[config.mk]
export PLATFORM = sky130hd
export DESIGN_NAME = fetch_buffer_flat
export DESIGN_NICKNAME = d
export VERILOG_FILES = /design/src/rtl/fetch_buffer_pkg.sv /design/src/rtl/fetch_buffer_if.sv /design/src/rtl/fetch_buffer_word_select.sv /design/src/rtl/fetch_buffer.sv /design/src/flat_wrapper.sv
export SDC_FILE = /design/constraint.sdc
export NUM_CORES = 1
export LEC_CHECK = 0
export ABC_AREA = 1
export CORE_ASPECT_RATIO = 0.8
export CORE_UTILIZATION = 50
export DETAILED_ROUTE_END_ITERATION = 16
export PLACE_DENSITY = 0.82
export SETUP_SLACK_MARGIN = 0.2
export SLEW_MARGIN = 10
export SYNTH_ARGS = -nofsm -noshare
export SYNTH_HDL_FRONTEND = slang
export SYNTH_SLANG_ARGS = --single-unit
[constraint.sdc]
create_clock -name clk -period 110.6 [get_ports clk]
set_input_delay 33.18 -clock clk [delete_from_list [all_inputs] [get_ports clk]]
set_output_delay 33.18 -clock clk [all_outputs]
set_load 0.02 [all_outputs]
[src/rtl/fetch_buffer_pkg.sv]
// Shared fetch-path constants and the line buffer entry type.
// The Sysbus beat constants are shared with the fetch stage that assembles the lines.
package fetch_pkg;

    localparam int unsigned FB_LINE_WIDTH     = 512;
    localparam int unsigned FB_INSTR_WIDTH    = 32;
    localparam int unsigned FB_ADDR_WIDTH     = 64;

    localparam int unsigned LINE_BYTES        = 64;
    localparam int unsigned WORDS_PER_LINE    = 16;
    localparam int unsigned IDX_W             = 4;

    localparam int unsigned SYSBUS_BEATS      = 8;
    localparam int unsigned SYSBUS_BEAT_WIDTH = FB_LINE_WIDTH / SYSBUS_BEATS;

    typedef logic [IDX_W-1:0] idx_t;

    typedef struct packed {
        logic [FB_LINE_WIDTH-1:0] data;
        logic [FB_ADDR_WIDTH-1:0] base;
        idx_t                     start;
        logic                     valid;
    } line_entry_t;

    function automatic logic [FB_ADDR_WIDTH-1:0] line_base(input logic [FB_ADDR_WIDTH-1:0] addr);
        return addr & ~FB_ADDR_WIDTH'(LINE_BYTES - 1);
    endfunction

endpackage

[src/rtl/fetch_buffer_if.sv]
// Line-in / instruction-out handshake bundle of the fetch buffer.
// master = fetch stage + decoder side, slave = the buffer itself.
interface fetch_buffer_if #(
    parameter int unsigned LINE_WIDTH  = 512,
    parameter int unsigned INSTR_WIDTH = 32,
    parameter int unsigned ADDR_WIDTH  = 64
);
    logic                   line_valid;
    logic [LINE_WIDTH-1:0]  line_data;
    logic [ADDR_WIDTH-1:0]  line_addr;
    logic                   line_ready;
    logic                   instr_valid;
    logic [INSTR_WIDTH-1:0] instr;
    logic [ADDR_WIDTH-1:0]  instr_pc;
    logic                   instr_ready;
    logic                   flush;
    logic                   halt;

    modport master (
        output line_valid, line_data, line_addr, instr_ready, flush,
        input  line_ready, instr_valid, instr, instr_pc, halt
    );

    modport slave (
        input  line_valid, line_data, line_addr, instr_ready, flush,
        output line_ready, instr_valid, instr, instr_pc, halt
    );
endinterface

[src/rtl/fetch_buffer_word_select.sv]
// Combinational 16:1 head-word mux; also forms the PC of the selected word.
module word_select
    import fetch_pkg::*;
(
    input  logic [FB_LINE_WIDTH-1:0]  line_data,
    input  logic [FB_ADDR_WIDTH-1:0]  line_base,
    input  idx_t                      idx,
    output logic [FB_INSTR_WIDTH-1:0] word,
    output logic [FB_ADDR_WIDTH-1:0]  pc
);

    always_comb begin
        word = '0;
        for (int unsigned i = 0; i < WORDS_PER_LINE; i++) begin
            if (idx == IDX_W'(i)) begin
                word = line_data[i*FB_INSTR_WIDTH +: FB_INSTR_WIDTH];
            end
        end
        pc = line_base + FB_ADDR_WIDTH'({idx, 2'b00});
    end

endmodule

[src/rtl/fetch_buffer.sv]
// Two-entry instruction line buffer: takes whole cache lines from the fetch stage and
// hands the decoder one instruction per cycle, with halt detection and redirect flush.
module fetch_buffer #(
    parameter int unsigned LINE_WIDTH  = 512,
    parameter int unsigned INSTR_WIDTH = 32,
    parameter int unsigned ADDR_WIDTH  = 64
) (
    input  logic          clk,
    input  logic          reset,
    fetch_buffer_if.slave bus
);
    import fetch_pkg::*;

    line_entry_t            entries [2];
    line_entry_t            new_entry;
    logic                   wr_ptr;
    logic                   rd_ptr;
    logic [1:0]             count;
    idx_t                   idx;
    logic                   halted;

    logic [INSTR_WIDTH-1:0] head_word;
    logic [ADDR_WIDTH-1:0]  head_pc;
    logic                   head_present;
    logic                   head_zero;
    logic                   can_accept;
    logic                   emit;
    logic                   push;
    logic                   pop;
    logic                   retire;

    word_select u_word_select (
        .line_data (entries[rd_ptr].data),
        .line_base (entries[rd_ptr].base),
        .idx       (idx),
        .word      (head_word),
        .pc        (head_pc)
    );

    // The head entry's valid bit tracks count>0, so it doubles as the "buffer non-empty" flag.
    always_comb begin
        head_present = entries[rd_ptr].valid;
        head_zero    = head_present && (head_word == '0);
        can_accept   = (count < 2'd2) && !halted && !bus.flush;
        emit         = head_present && !head_zero && !halted;
        push         = bus.line_valid && can_accept && !reset;
        pop          = emit && bus.instr_ready && !bus.flush;
        retire       = pop && (idx == IDX_W'(WORDS_PER_LINE - 1));

        new_entry       = '0;
        new_entry.data  = bus.line_data;
        new_entry.base  = line_base(bus.line_addr);
        new_entry.start = bus.line_addr[IDX_W+1:2];
        new_entry.valid = 1'b1;
    end

    // Reset forces every output low for the reset cycle itself, independent of stale state.
    always_comb begin
        bus.line_ready  = can_accept && !reset;
        bus.instr_valid = emit && !reset;
        bus.instr       = (reset || !head_present) ? '0 : head_word;
        bus.instr_pc    = (reset || !head_present) ? '0 : head_pc;
        bus.halt        = halted && !reset;
    end

    always_ff @(posedge clk) begin
        if (reset) begin
            count  <= '0;
            wr_ptr <= 1'b0;
            rd_ptr <= 1'b0;
            idx    <= '0;
            halted <= 1'b0;
            for (int unsigned i = 0; i < 2; i++) begin
                entries[i].valid <= 1'b0;
            end
        end else begin
            if (head_zero) begin
                halted <= 1'b1;
            end

            if (bus.flush) begin
                count  <= '0;
                rd_ptr <= wr_ptr;
                idx    <= '0;
                for (int unsigned i = 0; i < 2; i++) begin
                    entries[i].valid <= 1'b0;
                end
            end else begin
                if (push) begin
                    entries[wr_ptr] <= new_entry;
                    wr_ptr          <= ~wr_ptr;
                end
                if (retire) begin
                    entries[rd_ptr].valid <= 1'b0;
                    rd_ptr                <= ~rd_ptr;
                end
                count <= count + 2'(push) - 2'(retire);

                // Retire with count==1 and a concurrent push makes the incoming line the head.
                if (retire) begin
                    if (count == 2'd2) begin
                        idx <= entries[~rd_ptr].start;
                    end else if (push) begin
                        idx <= new_entry.start;
                    end else begin
                        idx <= '0;
                    end
                end else if (pop) begin
                    idx <= idx + 1'b1;
                end else if (push && (count == 2'd0)) begin
                    idx <= new_entry.start;
                end
            end
        end
    end

endmodule

[src/flat_wrapper.sv]
// flat-port wrapper written by rule: the top's interface ports become plain ports
module fetch_buffer_flat import fetch_pkg::*;
#(
    parameter int unsigned LINE_WIDTH  = 512,
    parameter int unsigned INSTR_WIDTH = 32,
    parameter int unsigned ADDR_WIDTH  = 64
)
  (clk, reset, bus_line_valid, bus_line_data, bus_line_addr, bus_instr_ready, bus_flush, bus_line_ready, bus_instr_valid, bus_instr, bus_instr_pc, bus_halt);
  fetch_buffer_if #(.LINE_WIDTH(LINE_WIDTH), .INSTR_WIDTH(INSTR_WIDTH), .ADDR_WIDTH(ADDR_WIDTH)) bus_i ();
  input  logic clk;
  input  logic reset;
  input wire logic [$bits(bus_i.line_valid)-1:0] bus_line_valid;
  input wire logic [$bits(bus_i.line_data)-1:0] bus_line_data;
  input wire logic [$bits(bus_i.line_addr)-1:0] bus_line_addr;
  input wire logic [$bits(bus_i.instr_ready)-1:0] bus_instr_ready;
  input wire logic [$bits(bus_i.flush)-1:0] bus_flush;
  output wire logic [$bits(bus_i.line_ready)-1:0] bus_line_ready;
  output wire logic [$bits(bus_i.instr_valid)-1:0] bus_instr_valid;
  output wire logic [$bits(bus_i.instr)-1:0] bus_instr;
  output wire logic [$bits(bus_i.instr_pc)-1:0] bus_instr_pc;
  output wire logic [$bits(bus_i.halt)-1:0] bus_halt;
  assign bus_i.line_valid = bus_line_valid;
  assign bus_i.line_data = bus_line_data;
  assign bus_i.line_addr = bus_line_addr;
  assign bus_i.instr_ready = bus_instr_ready;
  assign bus_i.flush = bus_flush;
  assign bus_line_ready = bus_i.line_ready;
  assign bus_instr_valid = bus_i.instr_valid;
  assign bus_instr = bus_i.instr;
  assign bus_instr_pc = bus_i.instr_pc;
  assign bus_halt = bus_i.halt;
  fetch_buffer #(.LINE_WIDTH(LINE_WIDTH), .INSTR_WIDTH(INSTR_WIDTH), .ADDR_WIDTH(ADDR_WIDTH)) u_core (.clk(clk), .reset(reset), .bus(bus_i));
endmodule
==> impl_results.md, run 1 <==
* Final Hold Fails at 0
* Post-synthesis sequential area ratio at about three quarters
* Global Route Usage Sum at 27.59%
* Vias in the first global route at approximately 33,000
* Pre-antenna DRT Iters at 6
* Met2 Track Usage GR at a little over two fifths
* Worst hold path type: reg2reg
* DRT iter0 DRCs at around 4,000
* Layer with the highest usage: met2
* Area growth, synth to finish at 24.33%
* Cell taking the most area after synthesis: edfxtp_1
* Synth top area cells: edfxtp_1 73%, nand2_1 16%, a21oi_1 3.1%
* Die width at 345.9 um
* Gpl congestion at 0.8665
* Pin count of the biggest net entering global routing at 179
* Total grt overflow at 0
* Number of synthesized flops with an enable pin at between 1,000 and 1,500
* Mean Syn Cell Area at roughly 11 um^2
* Latest clock arrival within the worst-skew pair at roughly 0.7 ns
* Synth Instances at about 4,200
* Die Span Y at approximately 280 um
* YS warnings at 0
* Pwr per Cell Area at about 16 nW/um^2
* Worst R2R Path Depth at 30
* Core Box Area at 93,340 um^2
* Worst EP required at roughly 77 ns
* DRC at 0
* Cell count after placement at 5,875
* Most used DFF post-synth: edfxtp_1
* Slew margin rel. at 6.050%
* Port Buffers at 675
* Postcts setup bufs at 0
* Routed WL at 137.9 mm
* Post-synth cell types at 28
* Clk root buf: clkbuf_16
* CTS sink count at 1,160
* GR Util met3 at 5.414%
* CTS Buffer Depth at 3
* RSZ-0062 raised after global routing: false
* Post-route setup slack at approximately 42 ns
* Finished Layout Cells at about 6,200
* Max IR drop VDD at around 0.014 mV
* Setup TNS at 0 ns
* CTS H-Tree Depth at 3
* Via count at about 34,000
* Layout cells sized above 1 at 4.981%
* Max-slew violation count at 0
* Final nets at between 5,000 and 6,000
* Crit path launch: reset
* Fin crit share at 62.19%
* Top-area cell type share of the netlist area at 72.87%
* Post-cts sizing count at 0
* Die Area at 95,860 um^2
* Final Skew at around 0.025 ns
* Critical path class: in2out
* Final setup violation count at 0
* Vias per cell at ~5.5
* Asr flop ratio synth at 0%
* Max Clk Rate at 0.01454 GHz
* Crit path DAT at between 30 and 40 ns
* Met1 Usage GRT at 34.70%
* Global-route wire length before repair at 198.0 mm
* Clock buffer count from CTS at 110
* Worst slew pin tran at around 1.4 ns
* Commonest cells in the netlist: 2,002 x nand2_1, 1,148 x edfxtp_1, 297 x a21oi_1, 194 x a31oi_1, 114 x clkbuf_1
* IO Count at 680
* Util after Layout at 63.01%
* Critical Path Sink: bus_instr[23]
* Initial Util at about 51%
* CP Capture Type: primary output
* Max-cap violations at 0
* Row cnt at 100
* Antenna violations before repair at between 100 and 150
* Routed WL per cell at between 20 and 25 um
* Hold_buf cts at 0
* CTS tree: yes
* Crit Path Max Fanout at 96
* Placement Setup Slack at ~42 ns
* Worst flop-to-flop path endpoint: u_core.count[1]$_SDFF_PP0_
* Status: finished clean
* Crit start category: primary input
* Post-DP HPWL at around 90 mm
* Reg clk slew, reported paths at around 0.060 ns
* FF+latch count, synth at approximately 1,200
* Fin crit period at just under 70 ns
* Worst reg-to-reg setup slack at slightly above 100 ns
* Leak at approximately 22 nW
* Most common cell in the netlist: nand2_1
* Post-Syn Area at ~47,000 um^2
* Final ANT Viol Nets at 0
## cell usage in the layout, fill, tap and decap left out, drive strengths merged
cell type	instances
clkdlybuf4s50	675
o21ai	15
bufinv	11
a31oi	194
ha	6
or2	11
xnor2	1
dfxtp	12
edfxtp	1148
inv	67
nand3	43
clkbuf	132
clkinv	55
nand4	9
mux2i	1
a21oi	297
nor3	3
clkinvlp	8
buf	42
nor2	116
conb	2
nand2	2004
o22ai	6
diode	98
## where the power goes
group	switching [W]	internal, W
Combinational	0.0000496	0.0000316
Clock	0.000166	0.000210
Sequential	0.00000237	0.000492
## critical path, cell delays in order
cell	delay, ns
clkdlybuf4s50_1	0.64
or2_2	0.17
buf_4	0.76
a21oi_1	0.13
clkdlybuf4s50_1	0.62
## per-stage QoR
step | hold WS, ns | cell area, um^2 | total power [W]
final | 0.5298 | 58820 | 0.0009520
after global routing | 0.5720 | 58810 | 0.0009793
after floorplan | 0.4720 | 47310 | 0.0005480
after CTS | 0.5320 | 58570 | 0.0009553
after global placement | 0.4982 | 54980 | 0.0005815
after detailed placement | 0.5232 | 54980 | 0.0005843
## sequential cells by signal (all words and copies together), names as in the netlist, named ones only
register,flops
u_core.count,2
u_core.entries,1150
u_core.idx,4
u_core.wr_ptr,1
u_core.halted,1
u_core.rd_ptr,1
## final cells by class
class | count | area, um^2
Antenna cell | 98 | 245.2
Clock inverter | 75 | 762.0
Inverter | 66 | 255.2
Sequential cell | 1160 | 34720
Tap cell | 1224 | 1531
Clock buffer | 132 | 2835
Multi-Input combinational cell | 2708 | 11350
Fill cell | 6863 | 34520
Timing Repair Buffer | 717 | 7122
## metal layers
layer	vias up	share of wire, %
met5	-	0.16
met4	34	5.8
li1	15620	-
met1	16340	37
met3	391	8.2
met2	1767	49
## cells by family after synthesis
| logic type | after synthesis | share of synthesized area, % |
|---|---|---|
| simple gates | 2186 | 17.66 |
| flops | 1160 | 73.38 |
| compound gates | 512 | 5.945 |
| buf+inv | 298 | 2.811 |
| fa+ha+maj | 6 | 0.1587 |
| other cells | 1 | 0.007927 |
| xor+xnor | 1 | 0.01852 |
| mux | 1 | 0.02116 |
## worst min-delay path by stage
stage                                      startpoint                           endpoint  slack [ns]  cells after the start
global placement    u_core.entries[1][0]$_SDFFE_PP0P_  u_core.entries[1][0]$_SDFFE_PP0P_        0.50                      2
floorplan                  u_core.wr_ptr$_SDFFE_PP0P_         u_core.wr_ptr$_SDFFE_PP0P_        0.47                      2
finish              u_core.entries[0][0]$_SDFFE_PP0P_  u_core.entries[0][0]$_SDFFE_PP0P_        0.53                      2
detailed placement  u_core.entries[0][0]$_SDFFE_PP0P_  u_core.entries[0][0]$_SDFFE_PP0P_        0.52                      2
CTS                 u_core.entries[0][0]$_SDFFE_PP0P_  u_core.entries[0][0]$_SDFFE_PP0P_        0.53                      2
global route        u_core.entries[1][0]$_SDFFE_PP0P_  u_core.entries[1][0]$_SDFFE_PP0P_        0.57                      2
(Power assumes the default switching activity.)
==> run 2, diff against run 1 <==
--- a/config.mk
+++ b/config.mk
@@ -7,9 +7,9 @@
 export LEC_CHECK = 0
 export ABC_AREA = 1
 export CORE_ASPECT_RATIO = 0.8
-export CORE_UTILIZATION = 50
+export CORE_UTILIZATION = 49
 export DETAILED_ROUTE_END_ITERATION = 16
-export PLACE_DENSITY = 0.82
+export PLACE_DENSITY = 0.84
 export SETUP_SLACK_MARGIN = 0.2
 export SLEW_MARGIN = 10
 export SYNTH_ARGS = -nofsm -noshare
==> constraint.sdc (replaced) <==
create_clock -name clk -period 63 [get_ports clk]
set_input_delay 18.9 -clock clk [delete_from_list [all_inputs] [get_ports clk]]
set_output_delay 18.9 -clock clk [all_outputs]
set_load 0.02 [all_outputs]
==> run 2 against run 1 <==
Net effect: global-route usage is 0.45 points higher; highest routed layer unchanged; count of clock-buffer cells in the layout is 3 higher; cell count is 0.92% higher; utilization is 1.3 points lower; clock power is 76% higher; clock skew is 0.0015 ns lower; die area is 2.0% higher; cell area hardly changed; worst hold slack worse by 0.0062 ns; power is 76% higher; setup slack worse by 19 ns; critical path type unchanged.
==> impl_results.md, run 2 (synthesized netlist as in run 1, its figures left out) <==
* Crit start category: primary input
* Worst-path cell chain: clkdlybuf4s50_1, or2_2, buf_4, nor2_1, clkdlybuf4s50_1
* Crit path launch: reset
* Fin crit share at between 60 and 70%
* CTS sink count at 1,160 (unchanged)
* Critical Path Slowest Stage Cell: buf_4
* Hold_buf cts at 0 (unchanged)
* Final Skew at 0.02327 ns (-0.001472 ns)
* Max-slew violation count at 0 (unchanged)
* Antenna violations before repair at 103 (-9.6%)
* Post-DP HPWL at 91.71 mm (+4.3%)
* Critical path class: in2out
* Pre-antenna DRT Iters at 8 (+2)
* Clock buffer count from CTS at 111 (+0.91%)
* CTS H-Tree Depth at 3 (unchanged)
* Post-cts sizing count at 0 (unchanged)
* Port Buffers at 675 (unchanged)
* Top Registers: u_core.entries (1150), u_core.idx (4), u_core.count (2)
* Global-route wire length before repair at 203.4 mm (+2.7%)
* DRT iter0 DRCs at 4,103 (+2.5%)
* Gpl congestion at 0.8728 (+0.73%)
* Reg clk slew, reported paths at 0.06 ns (about the same)
* Fin crit period at between 40 and 50 ns
* Worst slew pin tran at 1.141 ns (-0.2680 ns)
* Routed WL at 142.2 mm (+3.1%)
* Pwr per Cell Area at 28.46 nW/um^2 (+76%)
* Final setup violation count at 0 (unchanged)
* Postcts setup bufs at 0 (unchanged)
* Worst path max stage delay at 0.76 ns (about the same)
* Via count at 34,570 (+1.2%)
* Max reg flops at 1,150 (unchanged)
* Die Span Y at 279.9 um (+1.0%)
* Slew margin rel. at 23.92% (+18 points)
* Leak at 21.88 nW (about the same)
* Die Area at 97,800 um^2 (+2.0%)
* Hold wc startpoint: u_core.entries[0][0]$_SDFFE_PP0P_
* CP bufs+invs at 3 (unchanged)
* Core Box Area at 95,280 um^2 (+2.1%)
* Top Layer Used: met5
* Top delay family on crit path: buffers and inverters
* Latest clock arrival within the worst-skew pair at 0.69 ns (about the same)
* Final Hold Fails at 0 (unchanged)
* Crit path DAT at 21.31 ns (-14.29 ns)
* Max IR drop VDD at 0.02425 mV (+76%)
* CTS Buffer Depth at 3 (unchanged)
* Clk root buf: clkbuf_16
* Util after Layout at 61.76% (-1.3 points)
* RR Startpoint: u_core.halted$_SDFFE_PP0P_
* Area growth, synth to finish at 24.39% (about the same)
* Commonest non-fill, non-tap cell in the layout: nand2_1
* Wl on met1 at 51.74 mm (+1.4%)
* DRC at 0 (unchanged)
* Routed wl met3 at 12.05 mm (+6.0%)
* Vias per cell at 5.542 (+0.29%)
* CTS tree: yes
* Most frequent cells in the layout: 2,001 x nand2_1, 1,148 x edfxtp_1, 675 x clkdlybuf4s50_1
* Routed WL per cell at 22.80 um (+2.1%)
* RSZ-0062 raised after global routing: false
* Global Route Usage Sum at 28.05% (+0.45 points)
* IO Count at 680 (unchanged)
* Max Clk Rate at approximately 0.025 GHz
* Max-cap violations at 0 (unchanged)
* Status: finished clean
* Pin count of the biggest net entering global routing at 178 (-0.56%)
* CP Capture Type: primary output
* Setup TNS at 0 ns (unchanged)
* Initial Util at 49.65% (-1.0 points)
* Row cnt at 101 (+1.0%)
* Met2 WL post-DR at 69.22 mm (+2.9%)
* Crit Path Max Fanout at 96 (unchanged)
* Worst EP required at 44.10 ns (-33.32 ns)
* Biggest register: u_core.entries
* Worst hold path type: reg2reg
* Total grt overflow at 0 (unchanged)
* Final nets at 5,353 (+0.056%)
* Vias in the first global route at 33,520 (+1.4%)
* Layout cells sized above 1 at 5.044% (+0.063 points)
* Final ANT Viol Nets at 0 (unchanged)
* Die width at 349.4 um (+1.0%)
* CP dominant cell by count: clkdlybuf4s50_1
[run 2: cell count changes in the layout (fill, tap and decap cells not counted), moves of 3 or more]
cell        before  now
buf_4           38   41
clkinv_1        28   22
clkinv_4         3    7
clkinvlp_4       8    4
diode_2         98   93
[run 2: layer usage]
layer	GRT usage, %	vias up
li1	-	15620
met1	35.08	16540
met2	44.63	1931
met3	5.485	454
met4	18.57	22
met5	0	-
[run 2: stage by stage]
step,setup slack [ns],cell area (um^2),power [W],hold WS (ns),cells
after floorplan,17.45,47310,0.0009621,0.4720,4166
after global placement,22.90,55060,0.001023,0.4983,5940
after detailed placement,22.90,55060,0.001028,0.5107,5940
after CTS,22.89,58620,0.001680,0.5192,6144
after global routing,22.72,58840,0.001722,0.5524,6235
final,22.79,58850,0.001675,0.5236,6237
[run 2: worst paths after layout]
| check | end | slack, ns | depth (start not counted) |
|---|---|---|---|
| max | bus_instr[10] | 22.79 | 5 |
| min | u_core.entries[0][0]$_SDFFE_PP0P_ | 0.52 | 2 |
| max reg2reg | u_core.entries[1][374]$_DFFE_PP_ | 56.36 | 8 |
| min reg2reg | u_core.entries[0][0]$_SDFFE_PP0P_ | 0.52 | 2 |
[run 2: worst min-delay path, delay by kind of cell (launching register included)]
family / cells / cell delay (ns)
AOI/OAI and AO/OA: 2 / 0.17
DFF: 1 / 0.31
[run 2: area by class of cell]
cell class	instances	area [um^2]
inverters	66	255.2
flip-flops and latches	1160	34720
clock buffers	135	2868
multi-input cells	2708	11350
well taps	1287	1610
repair buffers	719	7124
fillers	7096	36440
clock inverters	69	690.7
diodes	93	232.7
[run 2: power breakdown]
part           leakage, nW  internal (W)  total [W]  switching (W)
Sequential            10.5      0.000864   0.000869     0.00000473
Combinational         9.63     0.0000556   0.000145      0.0000889
Clock                 1.73      0.000364   0.000661       0.000297
Total                 21.9       0.00128    0.00167       0.000390
